==> src/rtl/syn_fgyrus_pcm_rd_seq.sv <==
// -----------------------------------------------------------------------------
// syn_fgyrus_pcm_rd_seq
//
// Copies one PCM frame from the acortex PCM RAM into the local fgyrus sample
// buffer. A rising edge on pcm_rdy requests a frame. The frame starts once the
// downstream FFT is no longer busy. Every address 0..2**ADDR_W-1 is read once,
// in ascending order. Each word is written RD_LAT cycles after its address was
// issued.
//
// Optional build macro:
//   SYN_FGYRUS_PCM_MONO_EN - when defined, each written word is the mono mix
//                            (left+right)>>>1, sign-extended to DATA_W.
//                            When undefined, the PCM word is written unchanged.
//                            Timing is the same in both builds.
//
// Parameters:
//   ADDR_W - PCM RAM / sample buffer address width
//   DATA_W - PCM word width, {left, right} halves
//   RD_LAT - PCM RAM read latency in clk cycles (1..3)
//
// Ports:
//   clk          - sole clock, rising edge
//   rst          - synchronous active-high reset
//   pcm_rdy      - frame-available level from acortex (rising edge = request)
//   pcm_rd_addr  - PCM RAM read address
//   pcm_data     - PCM RAM read data, RD_LAT cycles after its address
//   fft_busy     - FFT is using the sample buffer; blocks a new frame start
//   smp_wr_en    - sample buffer write strobe
//   smp_wr_addr  - sample buffer write address
//   smp_wr_data  - sample buffer write data
//   frame_done   - one-cycle pulse after the last sample is written
//   overrun      - one-cycle pulse when a frame request is dropped
//   busy         - sequencer is not idle
// -----------------------------------------------------------------------------
module syn_fgyrus_pcm_rd_seq #(
   parameter int ADDR_W = 7,
   parameter int DATA_W = 32,
   parameter int RD_LAT = 1
) (
   input  logic              clk,
   input  logic              rst,
   input  logic              pcm_rdy,
   output logic [ADDR_W-1:0] pcm_rd_addr,
   input  logic [DATA_W-1:0] pcm_data,
   input  logic              fft_busy,
   output logic              smp_wr_en,
   output logic [ADDR_W-1:0] smp_wr_addr,
   output logic [DATA_W-1:0] smp_wr_data,
   output logic              frame_done,
   output logic              overrun,
   output logic              busy
);

   localparam int                HALF_W     = DATA_W / 2;
   localparam logic [ADDR_W-1:0] LAST_ADDR  = '1;
   localparam logic [1:0]        DRAIN_LAST = 2'(RD_LAT - 1);

   typedef enum logic [1:0] {IDLE, READ, DRAIN, DONE} state_t;

   state_t            state;
   state_t            state_nxt;
   logic              pcm_rdy_d;
   logic              rdy_mask;
   logic              pending;
   logic              rise;
   logic              start;
   logic [1:0]        drain_cnt;
   logic              vld_p  [RD_LAT];
   logic [ADDR_W-1:0] addr_p [RD_LAT];

`ifdef SYN_FGYRUS_PCM_MONO_EN
   // The 17-bit sum cannot overflow. The arithmetic shift floors toward -inf.
   // The shifted result fits in HALF_W bits, so its bit HALF_W-1 is the sign.
   function automatic logic [DATA_W-1:0] mono_mix(input logic [DATA_W-1:0] w);
      logic signed [HALF_W-1:0] left;
      logic signed [HALF_W-1:0] right;
      logic signed [HALF_W:0]   sum;
      logic signed [HALF_W:0]   half;
      left  = w[DATA_W-1:HALF_W];
      right = w[HALF_W-1:0];
      sum   = {left[HALF_W-1], left} + {right[HALF_W-1], right};
      half  = sum >>> 1;
      return {{(DATA_W-HALF_W){half[HALF_W-1]}}, half[HALF_W-1:0]};
   endfunction
`endif

   // rdy_mask holds off a pcm_rdy level that was already high at reset
   // release. That level is not counted as a rise until pcm_rdy has gone low.
   always_ff @(posedge clk) begin
      if (rst) begin
         pcm_rdy_d <= 1'b0;
         rdy_mask  <= pcm_rdy;
      end else begin
         pcm_rdy_d <= pcm_rdy;
         rdy_mask  <= rdy_mask & pcm_rdy;
      end
   end

   always_comb begin
      rise  = pcm_rdy & ~pcm_rdy_d & ~rdy_mask;
      start = (state == IDLE) && pending && !fft_busy;
   end

   // A rise in the start cycle re-arms the request. A rise that lands on an
   // already-pending request while a frame runs is dropped.
   always_ff @(posedge clk) begin
      if (rst) begin
         pending <= 1'b0;
         overrun <= 1'b0;
      end else begin
         overrun <= rise && pending && (state != IDLE);
         if (start)
            pending <= rise;
         else if (rise)
            pending <= 1'b1;
      end
   end

   always_ff @(posedge clk) begin
      if (rst)
         state <= IDLE;
      else
         state <= state_nxt;
   end

   always_comb begin
      state_nxt = state;
      case (state)
         IDLE:    if (start) state_nxt = READ;
         READ:    if (pcm_rd_addr == LAST_ADDR) state_nxt = DRAIN;
         DRAIN:   if (drain_cnt == DRAIN_LAST) state_nxt = DONE;
         DONE:    state_nxt = IDLE;
         default: state_nxt = IDLE;
      endcase
   end

   // The address stops at LAST_ADDR and holds its value outside READ.
   always_ff @(posedge clk) begin
      if (rst) begin
         pcm_rd_addr <= '0;
         drain_cnt   <= '0;
      end else begin
         if (start)
            pcm_rd_addr <= '0;
         else if (state == READ && pcm_rd_addr != LAST_ADDR)
            pcm_rd_addr <= pcm_rd_addr + ADDR_W'(1);
         if (state == DRAIN)
            drain_cnt <= drain_cnt + 2'd1;
         else
            drain_cnt <= '0;
      end
   end

   // p0: address issued this cycle; p[RD_LAT-1]: address whose data is on pcm_data
   always_ff @(posedge clk) begin
      if (rst) begin
         for (int i = 0; i < RD_LAT; i++) begin
            vld_p[i]  <= 1'b0;
            addr_p[i] <= '0;
         end
      end else begin
         vld_p[0]  <= (state == READ);
         addr_p[0] <= pcm_rd_addr;
         for (int i = 1; i < RD_LAT; i++) begin
            vld_p[i]  <= vld_p[i-1];
            addr_p[i] <= addr_p[i-1];
         end
      end
   end

   always_comb begin
      busy        = (state != IDLE);
      frame_done  = (state == DONE);
      smp_wr_en   = vld_p[RD_LAT-1];
      smp_wr_addr = addr_p[RD_LAT-1];
      smp_wr_data = '0;
      if (vld_p[RD_LAT-1]) begin
`ifdef SYN_FGYRUS_PCM_MONO_EN
         smp_wr_data = mono_mix(pcm_data);
`else
         smp_wr_data = pcm_data;
`endif
      end
   end

endmodule

==> config.mk <==
export PLATFORM = sky130hd
export DESIGN_NAME = syn_fgyrus_pcm_rd_seq
export DESIGN_NICKNAME = d
export VERILOG_FILES = /design/src/rtl/syn_fgyrus_pcm_rd_seq.sv
export SDC_FILE = /design/constraint.sdc
export NUM_CORES = 1
export LEC_CHECK = 0
export CAP_MARGIN = 40
export CORE_ASPECT_RATIO = 1.5
export CORE_MARGIN = 2
export CORE_UTILIZATION = 37
export CTS_BUF_LIST = sky130_fd_sc_hd__clkbuf_4
export DETAILED_ROUTE_END_ITERATION = 6
export MAX_ROUTING_LAYER = met4
export PLACE_DENSITY = 0.9
export SLEW_MARGIN = 20
export SYNTH_ARGS = -nofsm -noshare
export SYNTH_HDL_FRONTEND = slang
export SYNTH_SLANG_ARGS = --single-unit
export TNS_END_PERCENT = 5
==> constraint.sdc <==
create_clock -name clk -period 3 [get_ports clk]
set_input_delay 0.6 -clock clk [delete_from_list [all_inputs] [get_ports clk]]
set_output_delay 0.6 -clock clk [all_outputs]
set_load 0.03 [all_outputs]
==> out/results.ini, run 1 <==
[final_layout]
final_cell_mix = clkdlybuf4s50_1 (85), and2_1 (32), dfxtp_1 (23), nor2b_1 (8)
layout_commonest_cell = clkdlybuf4s50_1
multi_input_area_um2 = 608.1
fill_cells = 231
regArea_um2 = 460.4
drive_above_1_share_pct = 6.341
final_net_count = 248
syn_to_final_growth_pct = 82.41
diodes = 0

[sta]
drv_slew = 0
fmax_ghz = 0.3693
finalSetupViolCount = 0
tightest_slew_ns = 0.7319
hold_viol_final = 0
timing.final.crit_period_ns = 2.708
setup_tns_ns = 0
postLayoutSetupSlackWorst_ns = 0.2920
rsz0062_at_grt = no
relSlewSlack_pct = 51.14
fin_skew_ns = 0.009435
fin_crit_sh_pct = 90.27

[synthesis]
synth_top_area_cell = dfxtp_1
syn_nets = 162
synth_top_area_share_pct = 41.49
ys_top_cells_by_area = dfxtp_1 (41%), and2_1 (18%), ha_1 (6.8%)
ys_ff_latch = 23
synth.distinct_cells = 30
avgSynthCellArea_um2 = 9.248
syn-cell-area_um2 = 1110
seq_area_frac_synth_pct = 41.49
syn_inst = 120
yosys_warnings = 0

[placement]
dp_worst_setup_slack_ns = 0.4876
io_buffers = 85
routabilityCongestion = 0.8847
hpwl_um = 3031

[global_route]
antenna_found_initial = 0
grt_usage_pct = 23.81
grt_pass1_wl_um = 6065
grt-ovfl-total = 0
grt_pass1_vias = 1212
grt_max_degree = 34

[routing]
first_iter_violations = 34
drt_wl_total_um = 3773
viasPerCell = 4.930
drcViolationCount = 0
dr_total_vias = 1203
wl_per_cell_um = 15.46
ant_nets = 0
drt-pass1-iter-count = 4

[min_path]
hold_path_class = reg2reg

[clock_tree]
post_cts_buffers = 0
clock_latency_ns = 0.32
cts_resized = 0
cts.sinks = 23
clk_pin_slew_ns = 0.12
clockBufferDepth = 2
htree_levels = 1
clockRootBuffer = clkbuf_4
cts_made_buffers = 3
postCtsHoldBufs = 0
cts_tree = done

[setup_path]
worstPathRequired_ns = 2.40
end_kind = output port
crit_path_start_kind = register
crit_type = reg2out
crit_arrival_ns = 2.11
cp_max_fo = 33

[floorplanning]
initial_core_util_pct = 38.50
num_rows = 24
die_h_um = 71.08
dieArea_um2 = 3462
ios = 86
core-area_um2 = 2883
die_w_um = 48.72

[run_status]
status = finished clean

[pwr]
power.density_nw_per_um2 = 540.9
vdd_drop_max_v = 0.0003627
total_leakage_power_nw = 0.7808

[run]
cap_violations = 0

## worst paths after layout
path / start / to / slack, ns / cells after the start
worst min register to register: rdy_mask$_DFF_P_ / rdy_mask$_DFF_P_ / 0.48 / 1
worst min-delay path: rdy_mask$_DFF_P_ / rdy_mask$_DFF_P_ / 0.48 / 1
worst max-delay path: vld_p[0]$_SDFF_PP0_ / smp_wr_data[9] / 0.29 / 2
worst max register to register: state[0]$_SDFFE_PP0P_ / pcm_rd_addr[5]$_SDFFE_PP0P_ / 1.42 / 5
## area by class of cell
cell class | instances | share of cell area (%)
inverter | 7 | 1.298
sequential | 23 | 22.74
tap | 39 | 2.410
multi-input combinational | 86 | 30.04
timing repair buffer | 85 | 42.03
clock buffer | 4 | 1.483
## sequential cells by signal, indices dropped and copies added, names as in the netlist
name and flops:
addr_p 7, pcm_rd_addr 7, drain_cnt 2, state 2, overrun 1, pcm_rdy_d 1
pending 1, rdy_mask 1, vld_p 1
## critical path, cell delays in order, from the launching register on
cell	delay, ns
dfxtp_1	0.81
and2_1	0.29
clkdlybuf4s50_1	0.70
## cells in the mapped netlist
cell      number
nand2_1        2
ha_1           6
and3_4         1
xor2_1         2
a311oi_1       2
o21ai_1        1
dfxtp_1       23
nor3_1         1
and4_1         1
nor2b_1        8
nor2b_2        1
o21a_1         2
nand3_2        2
or4b_1         1
nand2b_1       1
a31oi_1        1
a21boi_0       1
o211ai_1       2
o21ai_4        1
inv_1          4
clkbuf_1       3
nor2_1         6
o21ai_0        2
and3_1         4
and2_1        32
inv_2          3
a21oi_1        3
o31ai_2        1
buf_1          1
mux2i_1        2
## per-stage QoR
step	power, mW	util [%]	area, µm²	instances	hold slack, ns
after floorplan	0.7080	-	1110	120	0.4363
after global placement	0.9312	69.18	1994	240	0.4428
after detailed placement	0.9481	69.18	1994	240	0.4511
after CTS	1.102	70.23	2024	244	0.4803
after global routing	1.150	70.23	2024	244	0.5145
final	1.095	70.23	2024	244	0.4783
## cells by family after synthesis
logic type / share of synthesized area (%)
flops: 41.49
simple gates: 33.82
compound gates: 10.82
mux: 1.804
fa+ha+maj: 6.764
buf+inv: 3.720
xor+xnor: 1.579
## per-layer routing
layer / wire [µm] / part of all wire, % / global-route usage [%]
met1: 1591 / 42 / 27.42
met2: 1703 / 45 / 38.81
met3: 397 / 11 / 6.118
met4: 80 / 2.1 / 10.48
met5: 0 / 0 / -
## power by group
| part | switching, mW | internal [mW] | total [mW] |
|---|---|---|---|
| combinational | 0.306 | 0.261 | 0.567 |
| sequential | 0.0441 | 0.334 | 0.378 |
| clock | 0.0892 | 0.0611 | 0.150 |
Power figures use the tool's default switching activity.
==> run 2, diff against run 1 <==
--- a/config.mk
+++ b/config.mk
@@ -6,7 +6,6 @@
 export NUM_CORES = 1
 export LEC_CHECK = 0
 export CAP_MARGIN = 40
-export CORE_ASPECT_RATIO = 1.5
 export CORE_MARGIN = 2
 export CORE_UTILIZATION = 37
 export CTS_BUF_LIST = sky130_fd_sc_hd__clkbuf_4
==> constraint.sdc (replaced) <==
create_clock -name clk -period 3 [get_ports clk]
set_input_delay 0.6 -clock clk [delete_from_list [all_inputs] [get_ports clk]]
set_output_delay 0.6 -clock clk [all_outputs]
set_load 0.1 [all_outputs]
==> out/results.ini, run 2 (synthesis gave the netlist of run 1 again) <==
[clock_tree]
clk_pin_slew_ns = 0.12
cts_made_buffers = 3
clockBufferDepth = 2
post_cts_buffers = 0
htree_levels = 1
clockRootBuffer = clkbuf_4
cts_resized = 0
cts.sinks = 23
cts_tree = done
postCtsHoldBufs = 0
clock_latency_ns = 0.32

[pwr]
vdd_drop_max_v = 0.0006449
total_power_mw = 1.462
total_leakage_power_nw = 0.8808
power.density_nw_per_um2 = 773.9

[sta]
hold_viol_final = 0
rsz0062_at_grt = no
fmax_ghz = 0.4499
tightest_slew_ns = 0.6771
drv_slew = 0
finalSetupViolCount = 0
setup_tns_ns = 0
fin_skew_ns = 0.004851
whs_ns = 0.4741
timing.final.crit_period_ns = 2.223
relSlewSlack_pct = 54.59
fin_crit_sh_pct = 74.09

[global_route]
grt-ovfl-total = 0
met2_usage_pct = 30.48
antenna_found_initial = 0
gr-max-usage-layer = met2
grt_use_met1_pct = 18.03
grt_pass1_wl_um = 4416
grt_usage_pct = 17.04
grt_max_degree = 34
use_met3_pct = 3.077
grt_pass1_vias = 1009

[floorplanning]
initial_core_util_pct = 39.56
core-area_um2 = 2805
num_rows = 19
ios = 86
die_w_um = 58.77
die_h_um = 58.77
dieArea_um2 = 3453

[setup_path]
crit_path_end = smp_wr_data[8]
startpoint = vld_p[0]$_SDFF_PP0_
crit_arrival_ns = 1.62
cpPeakStageDelay_ns = 0.78
worstReg2RegEnd = pcm_rd_addr[6]$_SDFFE_PP0P_
end_kind = output port
crit_type = reg2out
slowest_stage = dfxtp_1
crit_path_start_kind = register
r2r_setup_slack_ns = 1.43
timing.rr.start = state[1]$_SDFFE_PP0P_
path_cells = and2_1, buf_4
ff2ff_path_depth = 5
worstPathRequired_ns = 2.40
cp_max_fo = 33

[routing]
drt-pass1-iter-count = 7
first_iter_violations = 58
drt_wl_total_um = 2991
ant_nets = 0
drcViolationCount = 10
viasPerCell = 4.869
dr_total_vias = 1149
wl_per_cell_um = 12.67

[min_path]
holdPathStages = 2
hold_path_class = reg2reg

[run]
cap_violations = 0

[placement]
routabilityCongestion = 0.7068
hpwl_um = 2376
place_area_um2 = 1859
io_buffers = 85

[final_layout]
syn_to_final_growth_pct = 70.24
final_net_count = 248
final_area_um2 = 1889
top_regs = addr_p x7, pcm_rd_addr x7
multi_input_area_um2 = 608.1
drive_above_1_share_pct = 30.73
fill_cells = 217
final_cell_mix = buf_4 (50), clkdlybuf4s50_1 (35), and2_1 (32), dfxtp_1 (23), nor2b_1 (8)
regArea_um2 = 460.4
diodes = 0
layout.core_utilization_pct = 67.35
layout_commonest_cell = buf_4

[run_status]
violations = design-rule violations
status = complete, but fails checks

run 2: cell count changes in the layout (fill, tap and decap cells not counted), sizes merged:
cell	before	now
clkdlybuf4s50	85	35
buf	0	50
run 2: layout make-up:
type,count,area share [%]
clock buffers,4,1.589
inverters,7,1.391
multi-input cells,86,32.19
flip-flops and latches,23,24.37
well taps,31,2.053
repair buffers,85,38.41
run 2: worst min-delay path by stage:
stage,from,endpoint
floorplan,rdy_mask$_DFF_P_,rdy_mask$_DFF_P_
finish,pending$_SDFFE_PP0P_,overrun$_SDFF_PP0_
detailed placement,pending$_SDFFE_PP0P_,overrun$_SDFF_PP0_
global route,rdy_mask$_DFF_P_,rdy_mask$_DFF_P_
CTS,pending$_SDFFE_PP0P_,overrun$_SDFF_PP0_
global placement,rdy_mask$_DFF_P_,rdy_mask$_DFF_P_
run 2: critical path, delay by kind of cell, from the launching register on:
kind                   cells  cell delay [ns]
buffers and inverters      1             0.29
DFF                        1             0.78
and+or+nand+nor            1             0.23
run 2: routing by layer:
| layer | vias to the layer above | wire, µm |
|---|---|---|
| met1 | 508 | 1073 |
| li1 | 564 | - |
| met4 | 0 | 60 |
| met2 | 70 | 1469 |
| met3 | 7 | 387 |
| met5 | - | 0 |
run 2: report_power, final:
group	internal (mW)	switching (mW)
Combinational	0.232	0.702
Clock	0.0612	0.0923
Sequential	0.334	0.0405
Total	0.627	0.835
run 2: per-stage QoR:
stage / setup WS [ns] / cells
floorplan: 0.3839 / 120
global placement: 0.9234 / 232
detailed placement: 0.9220 / 232
CTS: 0.7516 / 236
global route: 0.5938 / 236
finish: 0.7773 / 236
